$ cat config.mk
export PLATFORM = sky130hd
export DESIGN_NAME = alu_issue_ctrl_flat
export DESIGN_NICKNAME = d
export VERILOG_FILES = /design/src/rtl/alu_issue_ctrl_if.sv /design/src/rtl/alu_issue_ctrl.sv /design/src/flat_wrapper.sv
export SDC_FILE = /design/constraint.sdc
export NUM_CORES = 1
export LEC_CHECK = 0
export BUFFER_PORTS_ARGS = -buffer_cell sky130_fd_sc_hd__buf_4
export CAP_MARGIN = 20
export CORE_ASPECT_RATIO = 1.2
export CORE_MARGIN = 8
export CORE_UTILIZATION = 45
export CTS_BUF_LIST = sky130_fd_sc_hd__clkbuf_4 sky130_fd_sc_hd__clkbuf_8
export CTS_CLUSTER_DIAMETER = 200
export DETAILED_ROUTE_END_ITERATION = 7
export PLACE_DENSITY_LB_ADDON = 0.12
export SYNTH_ARGS = -nofsm -noshare
export SYNTH_HDL_FRONTEND = slang
export SYNTH_SLANG_ARGS = --single-unit
export TNS_END_PERCENT = 30
$ cat constraint.sdc
create_clock -name clk -period 2.9 [get_ports clk]
set_clock_uncertainty 0.2 [all_clocks]
set_input_delay 0.58 -clock clk [delete_from_list [all_inputs] [get_ports clk]]
set_output_delay 0.58 -clock clk [all_outputs]
set_load 0.05 [all_outputs]
$ cat src/rtl/alu_issue_ctrl_if.sv
// alu_issue_ctrl_if
//   Instruction handshake bundle between an instruction source and the
//   ALU issue controller.
//   master : drives instr_valid/op/rd/rs1/rs2/use_c, samples instr_ready
//   slave  : samples the instruction fields, drives instr_ready
interface alu_issue_ctrl_if;
  logic       instr_valid;
  logic       instr_ready;
  logic [2:0] instr_op;
  logic [1:0] instr_rd;
  logic [1:0] instr_rs1;
  logic [1:0] instr_rs2;
  logic       instr_use_c;

  modport master (
    output instr_valid, instr_op, instr_rd, instr_rs1, instr_rs2, instr_use_c,
    input  instr_ready
  );

  modport slave (
    input  instr_valid, instr_op, instr_rd, instr_rs1, instr_rs2, instr_use_c,
    output instr_ready
  );
endinterface

$ cat src/rtl/alu_issue_ctrl.sv
// alu_issue_ctrl
//   Sequencer in front of a combinational 4-bit ALU. Holds a 4x4 register
//   file, accepts one reg-reg instruction per 3 cycles (IDLE->EXEC->WB),
//   drives the ALU from registered operands, captures Y/CarryOUT/overflow,
//   writes back and maintains C/V/Z/N.
// Ports
//   clk, rst_n          : clock, synchronous active-low reset
//   instr (slave)       : instruction valid/ready handshake + fields
//   ld_en/addr/data     : direct register load (honoured in IDLE only)
//   dbg_addr/dbg_data   : combinational register file read
//   alu_*  (out)        : ALU operand / carry / opcode drive (registered)
//   alu_y/carry_out/overflow (in) : ALU results
//   done, done_err      : one-cycle retire pulse (high during WB)
//   result              : last retired value
//   flag_c/v/z/n        : status flags
// Register file, flags and result commit on the clock edge that ends WB,
// so they are visible from the cycle after the done pulse onward.
module alu_issue_ctrl #(
  parameter int NREG = 4,
  parameter int W    = 4
) (
  input  logic             clk,
  input  logic             rst_n,
  alu_issue_ctrl_if.slave  instr,
  input  logic             ld_en,
  input  logic [1:0]       ld_addr,
  input  logic [W-1:0]     ld_data,
  input  logic [1:0]       dbg_addr,
  output logic [W-1:0]     dbg_data,
  output logic [W-1:0]     alu_a,
  output logic [W-1:0]     alu_b,
  output logic             alu_carry_in,
  output logic             alu_op_a,
  output logic             alu_op_b,
  output logic             alu_op_c,
  input  logic [W-1:0]     alu_y,
  input  logic             alu_carry_out,
  input  logic             alu_overflow,
  output logic             done,
  output logic             done_err,
  output logic [W-1:0]     result,
  output logic             flag_c,
  output logic             flag_v,
  output logic             flag_z,
  output logic             flag_n
);
  localparam logic [1:0] S_IDLE = 2'd0;
  localparam logic [1:0] S_EXEC = 2'd1;
  localparam logic [1:0] S_WB   = 2'd2;

  logic [1:0]            r_state;
  logic [NREG-1:0][W-1:0] r_regs;
  logic [1:0]            r_rd;
  logic                  r_illegal;
  logic                  r_arith;     // ADD/SUB: updates C and V
  logic [W-1:0]          r_alu_a, r_alu_b;
  logic                  r_alu_cin;
  logic [2:0]            r_alu_op;
  logic [W-1:0]          r_cap_y;
  logic                  r_cap_c, r_cap_v;
  logic                  r_done, r_done_err;
  logic [W-1:0]          r_result;
  logic                  r_c, r_v, r_z, r_n;
  logic                  w_legal;

  always_comb begin
    w_legal = 1'b0;
    case (instr.instr_op)
      3'd0, 3'd1, 3'd4, 3'd5, 3'd6: w_legal = 1'b1;
      default:                      w_legal = 1'b0;
    endcase
  end

  assign instr.instr_ready = (r_state == S_IDLE);
  assign dbg_data          = r_regs[dbg_addr];
  assign alu_a             = r_alu_a;
  assign alu_b             = r_alu_b;
  assign alu_carry_in      = r_alu_cin;
  assign {alu_op_a, alu_op_b, alu_op_c} = r_alu_op;
  assign done              = r_done;
  assign done_err          = r_done_err;
  assign result            = r_result;
  assign flag_c            = r_c;
  assign flag_v            = r_v;
  assign flag_z            = r_z;
  assign flag_n            = r_n;

  always_ff @(posedge clk) begin
    if (!rst_n) begin
      r_state    <= S_IDLE;
      r_regs     <= '0;
      r_rd       <= '0;
      r_illegal  <= 1'b0;
      r_arith    <= 1'b0;
      r_alu_a    <= '0;
      r_alu_b    <= '0;
      r_alu_cin  <= 1'b0;
      r_alu_op   <= '0;
      r_cap_y    <= '0;
      r_cap_c    <= 1'b0;
      r_cap_v    <= 1'b0;
      r_done     <= 1'b0;
      r_done_err <= 1'b0;
      r_result   <= '0;
      r_c        <= 1'b0;
      r_v        <= 1'b0;
      r_z        <= 1'b0;
      r_n        <= 1'b0;
    end else begin
      case (r_state)
        S_IDLE: begin
          if (ld_en) r_regs[ld_addr] <= ld_data;
          if (instr.instr_valid) begin
            // Operands come from pre-edge register values, so a same-cycle
            // load or a later write to rd cannot disturb this instruction.
            r_state   <= S_EXEC;
            r_rd      <= instr.instr_rd;
            r_illegal <= !w_legal;
            r_arith   <= !instr.instr_op[2];
            if (w_legal) begin
              r_alu_a   <= r_regs[instr.instr_rs1];
              r_alu_b   <= r_regs[instr.instr_rs2];
              r_alu_cin <= instr.instr_use_c & r_c;
              r_alu_op  <= instr.instr_op;
            end
          end
        end
        S_EXEC: begin
          r_cap_y    <= alu_y;
          r_cap_c    <= alu_carry_out;
          r_cap_v    <= alu_overflow;
          r_alu_a    <= '0;
          r_alu_b    <= '0;
          r_alu_cin  <= 1'b0;
          r_alu_op   <= '0;
          r_done     <= 1'b1;
          r_done_err <= r_illegal;
          r_state    <= S_WB;
        end
        S_WB: begin
          r_done     <= 1'b0;
          r_done_err <= 1'b0;
          r_state    <= S_IDLE;
          if (!r_illegal) begin
            r_regs[r_rd] <= r_cap_y;
            r_result     <= r_cap_y;
            r_z          <= (r_cap_y == '0);
            r_n          <= r_cap_y[W-1];
            if (r_arith) begin
              r_c <= r_cap_c;
              r_v <= r_cap_v;
            end
          end
        end
        default: r_state <= S_IDLE;
      endcase
    end
  end
endmodule

$ cat src/flat_wrapper.sv
// flat-port wrapper written by rule: the top's interface ports become plain ports
module alu_issue_ctrl_flat 
#(
  parameter int NREG = 4,
  parameter int W    = 4
)
  (clk, rst_n, ld_en, ld_addr, ld_data, dbg_addr, dbg_data, alu_a, alu_b, alu_carry_in, alu_op_a, alu_op_b, alu_op_c, alu_y, alu_carry_out, alu_overflow, done, done_err, result, flag_c, flag_v, flag_z, flag_n, instr_instr_valid, instr_instr_op, instr_instr_rd, instr_instr_rs1, instr_instr_rs2, instr_instr_use_c, instr_instr_ready);
  alu_issue_ctrl_if instr_i ();
  input  logic clk;
  input  logic rst_n;
  input  logic ld_en;
  input  logic [1:0] ld_addr;
  input  logic [W-1:0] ld_data;
  input  logic [1:0] dbg_addr;
  output logic [W-1:0] dbg_data;
  output logic [W-1:0] alu_a;
  output logic [W-1:0] alu_b;
  output logic alu_carry_in;
  output logic alu_op_a;
  output logic alu_op_b;
  output logic alu_op_c;
  input  logic [W-1:0] alu_y;
  input  logic alu_carry_out;
  input  logic alu_overflow;
  output logic done;
  output logic done_err;
  output logic [W-1:0] result;
  output logic flag_c;
  output logic flag_v;
  output logic flag_z;
  output logic flag_n;
  input wire logic [$bits(instr_i.instr_valid)-1:0] instr_instr_valid;
  input wire logic [$bits(instr_i.instr_op)-1:0] instr_instr_op;
  input wire logic [$bits(instr_i.instr_rd)-1:0] instr_instr_rd;
  input wire logic [$bits(instr_i.instr_rs1)-1:0] instr_instr_rs1;
  input wire logic [$bits(instr_i.instr_rs2)-1:0] instr_instr_rs2;
  input wire logic [$bits(instr_i.instr_use_c)-1:0] instr_instr_use_c;
  output wire logic [$bits(instr_i.instr_ready)-1:0] instr_instr_ready;
  assign instr_i.instr_valid = instr_instr_valid;
  assign instr_i.instr_op = instr_instr_op;
  assign instr_i.instr_rd = instr_instr_rd;
  assign instr_i.instr_rs1 = instr_instr_rs1;
  assign instr_i.instr_rs2 = instr_instr_rs2;
  assign instr_i.instr_use_c = instr_instr_use_c;
  assign instr_instr_ready = instr_i.instr_ready;
  alu_issue_ctrl #(.NREG(NREG), .W(W)) u_core (.clk(clk), .rst_n(rst_n), .instr(instr_i), .ld_en(ld_en), .ld_addr(ld_addr), .ld_data(ld_data), .dbg_addr(dbg_addr), .dbg_data(dbg_data), .alu_a(alu_a), .alu_b(alu_b), .alu_carry_in(alu_carry_in), .alu_op_a(alu_op_a), .alu_op_b(alu_op_b), .alu_op_c(alu_op_c), .alu_y(alu_y), .alu_carry_out(alu_carry_out), .alu_overflow(alu_overflow), .done(done), .done_err(done_err), .result(result), .flag_c(flag_c), .flag_v(flag_v), .flag_z(flag_z), .flag_n(flag_n));
endmodule
== After elaboration in Yosys (flattened, before gate mapping) ==
Cells that the tools add are included.

* Add/sub/neg operators: 0
* Multipliers: 0
* Div/mod/pow operators: 0
* Magnitude comparators: 7
* Eq/ne operators: 10
* Shifts and indexed selects: 0
* Multiplexer cells: 32
* Bitwise operators: 2
* Reduce and logical (&&, ||, !) cells: 16

{| class="wikitable"
|+ Operators by type and width
! kind !! count
|-
| $mux W4 || 9
|-
| $bwmux W16 || 2
|-
| $mux W16 || 2
|-
| $pmux W16 S2 || 1
|-
| $bmux W4 S2 || 3
|-
| $demux W4 S2 || 2
|-
| $pmux W4 S2 || 2
|-
| $lt A2 B3 Y1 const B || 5
|-
| $eq A3 B3 Y1 const B || 3
|-
| $reduce_and A3 Y1 || 3
|-
| $mux W3 || 2
|-
| $ne A2 B2 Y1 const B || 3
|-
| $pmux W1 S2 || 3
|-
| $pmux W3 S2 || 1
|-
| $reduce_bool A2 Y1 || 3
|-
| $reduce_or A5 Y1 || 1
|-
| $ge A2 B1 Y1 const B || 2
|-
| $logic_not A4 Y1 || 1
|-
| $pmux W2 S2 || 1
|-
| $reduce_and A2 Y1 || 2
|-
| $eq A3 B1 Y1 const B || 1
|-
| $logic_not A3 Y1 || 1
|-
| $mux W1 || 3
|-
| $eq A2 B1 Y1 const B || 1
|-
| 8 further kinds || 10
|}

* Register bits: 50
* Latch bits: 0
* Memory bits (writable): 0
* ROM bits: 0
* Input bits: 28
* Output and inout port bits: 27
* Memories kept: 0

== Depth between registers and ports, before layout ==
Gate-level depths: netlist of run 1.

* Depth in word-level cells: 7
* Depth in mapped cells: 8
* Mapped depth without buffers: 6

== Worst setup path after synthesis of run 1 ==
No wires, ideal clock.

* Path kind: reg2reg
* Start point: register u_core.r_state[0]
* End point: register u_core.r_alu_a[0] (netlist: u_core.alu_a[0])
* Setup time: 0.073 ns
* Arrival: 1.932 ns
* Data required time: 2.627 ns
* Setup slack: 0.695 ns
* Cell stages (with the launch flop): 7
* Buffers on the path: 1
* Cells stage by stage: dfxtp_1 > inv_1 > ha_1 > nand2_2 > or4b_4 > buf_6 > o22ai_2

* Cells in the longest elaborated chain, start to end: 3
* Elaborated cells on any way between the ends: 7

{| class="wikitable"
|+ RTL lines
! what !! line !! RTL
|-
| start, declared || alu_issue_ctrl.sv:51 || <nowiki>logic [1:0] r_state;</nowiki>
|-
| start signal, assigned || alu_issue_ctrl.sv:90 || <nowiki>r_state <= S_IDLE;</nowiki>
|-
| start signal, assigned || alu_issue_ctrl.sv:116 || <nowiki>r_state <= S_EXEC;</nowiki>
|-
| start signal, assigned || alu_issue_ctrl.sv:138 || <nowiki>r_state <= S_WB;</nowiki>
|-
| $logic_not A2 Y1 (*) || - ||
|-
| via instr_instr_ready || flat_wrapper.sv:38 || <nowiki>output wire logic [$bits(instr_i.instr_ready)-1:0] instr_instr_ready;</nowiki>
|-
| $ne A2 B1 Y1 (no line) (tied with other cells) || - ||
|-
| $reduce_and A3 Y1 (no line) || - ||
|-
| end signal, assigned || alu_issue_ctrl.sv:121 || <nowiki>r_alu_a <= r_regs[instr.instr_rs1];</nowiki>
|-
| end, declared || alu_issue_ctrl.sv:56 || <nowiki>logic [W-1:0] r_alu_a, r_alu_b;</nowiki>
|}

The timed path passes the listed nets; every way through them passes the cells marked *.
A chain may end at the register's enable or synchronous reset.

== Worst setup path in the final report of run 1 ==
* Start point: register u_core.r_state[0]
* End point: register u_core.r_regs[2] (netlist bit)

* Cells in the longest elaborated chain, start to end: 3
* Elaborated cells on any way between the ends: 7

{| class="wikitable"
|+ RTL lines
! what !! line !! RTL
|-
| $eq A2 B2 Y1 or $logic_not A2 Y1 (tied branches) || alu_issue_ctrl.sv:110 || <nowiki>case (r_state)</nowiki>
|-
| $ne A2 B2 Y1 (no line) or $reduce_bool A2 Y1 (tied branches) || - ||
|-
| $reduce_and A3 Y1 (no line) || - ||
|-
| end signal, assigned by index || alu_issue_ctrl.sv:112 || <nowiki>if (ld_en) r_regs[ld_addr] <= ld_data;</nowiki>
|-
| end signal, assigned by index || alu_issue_ctrl.sv:145 || <nowiki>r_regs[r_rd] <= r_cap_y;</nowiki>
|-
| end, declared || alu_issue_ctrl.sv:52 || <nowiki>logic [NREG-1:0][W-1:0] r_regs;</nowiki>
|}

Several ways; a longest one is shown, not always the timed one.

==> impl_metrics.toml, run 1 <==
[global_routing]
grt_pass1_vias = 1952
antenna_found_initial = 0
grt-ovfl-total = 0
grt_max_degree = 54
grt_pass1_wl_mm = 9.85
track_usage_pct = 14.4

[synthesis]
synthDistinctLibCells = 37
synth_top_area_cell = "dfxtp_1"
synth.area.mux_share_pct = 16.5
synth_xor_area_share_pct = 0
yosys_warnings = 0
synthesis.nets = 285
synth_area_leaders = "dfxtp_1 38%, mux4_2 11%, nand2_1 6.3%, mux2i_1 5.5%, o211a_1 3.9%"
syn-cell-area_um2 = 2560
synthFlopType = "dfxtp_1"
syn_area_per_cell_um2 = 10.1
ys_ff_latch = 49
synth_top_area_share_pct = 38.4
synth_compound_area_share_pct = 19.9
async_flop_share_pct = 0
synth_fa_ha_area_share_pct = 1.47
ys_seq_area_share_pct = 38.4
postSynthCellCount = 254
synth_top_family_by_area = "compound AO/OA/AOI/OAI gates"
synthSimpleGateAreaFrac_pct = 18.5
synth_edf_count = 0

[timing]
rsz0062_at_grt = "false"
holdWs_ns = 0.268
timing.final.ws_setup_ns = 0.577
period_needed_ns = 2.32
slew_headroom_pct = 64.1
finalMaxSlewViolations = 0
timing.final.crit_share_pct = 80.1
final_hold_viol_count = 0
setup_violations = 0
worst_pin_slew_ns = 0.538
fmax_mhz = 430
fin_setup_tns_ns = 0

[power]
seqPwrFrac_pct = 50.1
fin_total_pwr_w = 0.00147
p_leak_nw = 1.29
irDropWorstVdd_v = 0.000313
p_comb_share_pct = 20.2
power_density_nw_per_um2 = 479
internal_power_w = 0.00105
swShare_pct = 28.7
clkPwrFrac_pct = 29.7
power_switching_w = 0.000423

[route]
route.detailed.drc = 0
dr.pass1.iters = 4
drt_wl_total_mm = 5.88
ant_nets = 0
routed_via_density = 5.56
first_iter_violations = 135
avgRoutedWirePerCell_um = 16.1
vias = 2036

[placement]
dpl_worst_slack_ns = 0.485
numPortBuffers = 54
dp_hpwl_mm = 4.33
place_area_um2 = 2970
place.gp.congestion = 0.757

[worst_setup_path]
arrival_ns = 2.32
start_kind = "register"
path_depth = 6
critPathSlowestCell = "ha_1"
path_max_fanout = 19
max_stage_delay_ns = 0.50
cp_top_family = "compound AO/OA/AOI/OAI gates"
crit_path_end = "u_core.r_regs[2]"
cp.buffers_inverters = 1
startpoint = "u_core.r_state[0]"
reg2reg_depth = 6
rr_startpoint = "u_core.r_state[0]"
regToRegSetupSlack_ns = 0.58
critPathRequiredTime_ns = 2.90
path_cells = "inv_1, ha_1, nor2b_4, o221a_2, o311ai_0, o211a_1"
crit_type = "reg -> reg"
crit-reg2reg-capture = "u_core.r_regs[2]"
endpoint_kind = "register"

[die]
chipWidth_um = 84.8
fp.coreArea_um2 = 5590
die_area_um2 = 8360
pin_count = 55
row_count = 30
fp.dieH_um = 98.6
start_util_pct = 45.7

[worst_hold_path]
hp-class = "reg -> reg"

[layout]
nNetsFinal = 332
fin_area_um2 = 3070
diodes = 0
fill_cells = 513
area_growth_pct = 20.2
drive_above_1_share_pct = 30.5

[clock_tree]
clk-insertion-delay-late_ns = 0.30
clock-sinks = 49
cts_buffer_depth = 2
cts_buffers = 5
ctsHoldBuffers = 0
cts_resized = 0
post_cts.repair.setup_buffers = 0
ctsRootBufferMaster = "clkbuf_8"
cts.clk_slew.worst_paths_ns = 0.09
h-tree-depth = 2
cts_tree = "yes"

[run_status]
status = "finished, final reports clean"

[job]
drv_cap = 0
-- sequential cells by signal, indices dropped and copies added, names as in the netlist, 2 cells and up --
name	count
u_core.r_regs	16
u_core.r_state	2
u_core.alu_a	4
u_core.r_rd	2
u_core.result	4
u_core.alu_b	4
u_core.r_cap_y	4
u_core.r_alu_op	3
-- cell usage after synthesis (all sizes together) (3+ instances only) --
master / n
o221ai: 6
clkbuf: 8
dfxtp: 49
nand2: 44
buf: 8
inv: 13
nor2b: 16
nor3b: 3
mux2i: 14
mux4: 12
nand3: 5
ha: 3
o311ai: 4
o2bb2ai: 5
and2: 4
a21boi: 10
o211a: 10
nand2b: 8
and3b: 3
o22ai: 17
-- power groups by stage --
| stage | Combinational, W | Clock [W] | Sequential [W] |
|---|---|---|---|
| 6_report | 0.000297 | 0.000438 | 0.000737 |
| 5_1_grt | 0.000322 | 0.000477 | 0.000742 |
| 3_3_place_gp | 0.000295 | 0 | 0.000752 |
| 4_1_cts | 0.000297 | 0.000454 | 0.000736 |
| 3_5_place_dp | 0.000296 | 0 | 0.000752 |
| 2_1_floorplan | 0.000190 | 0 | 0.000765 |
-- layout make-up --
type | instances | area [um2] | area share (%)
multi-input cells | 176 | 1440 | 46.9
inverters | 13 | 48.8 | 1.59
clock buffers | 7 | 96.3 | 3.13
well taps | 64 | 80.1 | 2.60
flip-flops and latches | 49 | 981 | 31.9
repair buffers | 56 | 420 | 13.7
clock inverters | 1 | 5.00 | 0.163
-- stage by stage --
step / std cells / util (%)
floorplan: 254 / -
global placement: 357 / 53.0
detailed placement: 357 / 53.0
CTS: 365 / 54.8
global route: 366 / 55.0
finish: 366 / 55.0
-- layer usage --
metal | up-vias | global-route usage, % | routed length [um]
met2 | 48 | 22.5 | 2740
met5 | - | 0 | 0
met4 | 0 | 3.85 | 48
li1 | 1022 | - | -
met3 | 4 | 4.33 | 309
met1 | 962 | 18.7 | 2780
-- worst min-delay path, stage by stage (launching register included) --
cell	delay (ns)
dfxtp_1	0.32
nand2_1	0.05
a21boi_0	0.06
-- cell usage in the layout, fill, tap and decap left out, types with 3 or more instances in the layout --
cell,instances
dfxtp_1,49
and3b_1,3
clkbuf_8,7
buf_4,56
a21boi_0,10
ha_1,3
o211a_1,10
mux4_2,12
nor2b_1,15
and2_1,4
o2bb2ai_1,5
o221ai_1,4
o311ai_0,4
o22ai_1,10
nand2_1,43
nand2b_1,8
nand3_1,5
o22ai_2,7
inv_1,13
mux2i_1,14
-- how the worst min path moves through the flow --
stage                              from                   to  slack, ns  cells past startpoint
floorplan                u_core.r_cap_c        u_core.flag_c       0.25                      2
global placement          u_core.flag_z        u_core.flag_z       0.25                      2
detailed placement        u_core.flag_z        u_core.flag_z       0.26                      2
CTS                       u_core.flag_z        u_core.flag_z       0.27                      2
global route        u_core.alu_carry_in  u_core.alu_carry_in       0.29                      2
finish                    u_core.flag_z        u_core.flag_z       0.27                      2
-- logic make-up (layout without fill, tap and decap cells) --
| group | count (synthesis) | count (layout) |
|---|---|---|
| muxes | 27 | 27 |
| buffers and inverters | 29 | 77 |
| DFF | 49 | 49 |
| adders and majority gates | 3 | 3 |
| AOI/OAI and AO/OA | 57 | 57 |
| and+or+nand+nor | 89 | 89 |
No activity file was read; power rests on OpenSTA's default activity.
==> run 2: changes to the inputs <==
Clock period 2.9 ns to 2.06 ns, I/O delays scaled along.
==> impl_metrics.toml, run 2 (synthesized netlist as in run 1, its figures left out) <==
[run_status]
status = "finished, final reports clean"

[global_routing]
track_usage_pct = 15.0
grt-ovfl-total = 0
grt_pass1_wl_mm = 10.2
grt_pass1_vias = 2136
antenna_found_initial = 0
grt_max_degree = 54

[die]
start_util_pct = 45.7
fp.coreArea_um2 = 5590
fp.dieH_um = 98.6
die_area_um2 = 8360
chipWidth_um = 84.8
row_count = 30
pin_count = 55

[worst_hold_path]
whs_endpoint = "u_core.r_cap_v"
whs_path_depth = 3
hp-class = "in -> reg"
min_from = "alu_overflow"

[worst_setup_path]
path_cells = "mux4_2, buf_4"
crit_type = "reg -> out"
max_stage_delay_ns = 0.48
endpoint_kind = "primary output"
reg2reg_depth = 6
rr_startpoint = "u_core.r_state[0]"
critPathRequiredTime_ns = 1.45
start_kind = "register"
arrival_ns = 1.36
crit-reg2reg-capture = "u_core.r_regs[6]"
critPathSlowestCell = "mux4_2"
path_max_fanout = 4
regToRegSetupSlack_ns = 0.13

[timing]
period_needed_ns = 1.97
worst_pin_slew_ns = 0.481
final_hold_viol_count = 0
fmax_mhz = 508
finalMaxSlewViolations = 0
timing.final.ws_setup_ns = 0.0918
slew_headroom_pct = 67.9
setup_violations = 0
timing.final.crit_share_pct = 95.5
rsz0062_at_grt = "false"
holdWs_ns = 0.154

[layout]
multiInputGateArea_um2 = 1450
register_area_um2 = 981
diodes = 0
final_cell_mix = "62 x buf_4, 49 x dfxtp_1, 43 x nand2_1"
area_growth_pct = 23.0
nNetsFinal = 338
fill_cells = 518
fin_area_um2 = 3150
drive_above_1_share_pct = 32.8
largest-register = "u_core.r_regs"
largest_reg_flops = 16
final_common_cell = "buf_4"

[placement]
dp_hpwl_mm = 4.57
dpl_worst_slack_ns = -0.00581
numPortBuffers = 54
place.gp.congestion = 0.775
place_area_um2 = 3020

[route]
drt_wl_total_mm = 6.11
ant_nets = 0
vias = 2119
avgRoutedWirePerCell_um = 16.4
dr.pass1.iters = 4
route.detailed.drc = 0
routed_via_density = 5.70
first_iter_violations = 130

[power]
irDropWorstVdd_v = 0.000305
p_leak_nw = 1.33
fin_total_pwr_w = 0.00220
power_density_nw_per_um2 = 699

[clock_tree]
post_cts.repair.setup_buffers = 0
cts.clk_slew.worst_paths_ns = 0.10
cts_buffer_depth = 2
ctsRootBufferMaster = "clkbuf_8"
cts_tree = "yes"
clock-sinks = 49
cts_buffers = 5
ctsHoldBuffers = 0
clk-insertion-delay-late_ns = 0.31
h-tree-depth = 2

[job]
drv_cap = 0
[run 2: changes by cell type in the layout (fill, tap and decap cells not counted), sizes merged]
cell and change:
buf +6, clkbuf -1, clkinvlp +1, bufinv +1, clkinv -1
[run 2: per-stage QoR]
step | util [%] | std cells | setup TNS, ns
6_report | 56.2 | 372 | 0
5_1_grt | 56.2 | 372 | 0
4_1_cts | 56.2 | 372 | 0
3_5_place_dp | 54.0 | 364 | -0.0180
3_3_place_gp | 54.0 | 364 | 0
2_1_floorplan | - | 254 | 0
[run 2: worst max path at each step]
stage                           start          endpoint  cells past startpoint
floorplan           u_core.r_state[1]   u_core.alu_a[0]                      6
global placement    u_core.r_state[0]  u_core.r_regs[0]                      6
detailed placement  u_core.r_state[0]  u_core.r_regs[3]                      6
CTS                 u_core.r_state[0]  u_core.r_regs[2]                      6
global route        u_core.r_state[0]  u_core.r_regs[2]                      6
finish              u_core.r_regs[10]       dbg_data[2]                      2
[run 2: area by class of cell]
cell class                      count  area share, %
Clock buffer                        6           2.63
Clock inverter                      2           1.19
Inverter                           13           1.55
Multi-Input combinational cell    176           46.1
Sequential cell                    49           31.2
Tap cell                           64           2.55
Timing Repair Buffer               62           14.8
[run 2: metal layers]
metal	GRT usage (%)	wire length, um	up-vias
li1	-	-	1033
met1	17.4	2670	1023
met2	24.9	2950	55
met3	4.66	363	8
met4	6.18	120	0
met5	0	0	-
[run 2: power by group]
group          switching, W  internal, W
clock network      0.000332     0.000395
logic              0.000240     0.000195
registers         0.0000479     0.000990
[run 2: worst max-delay path, delay by kind of cell, from the launching register on]
| family | cells | cell delay, ns |
|---|---|---|
| mux | 1 | 0.48 |
| flops | 1 | 0.36 |
| buf+inv | 1 | 0.21 |
[run 2: timing repair]
| action | in CTS | in global routing |
|---|---|---|
| pin swaps | 0 | 0 |
| cloned | 0 | 0 |
| endpoints found under the hold margin | 0 | 0 |
| gates resized for setup | 1 | 1 |
| setup endpoints to repair | 4 | 16 |
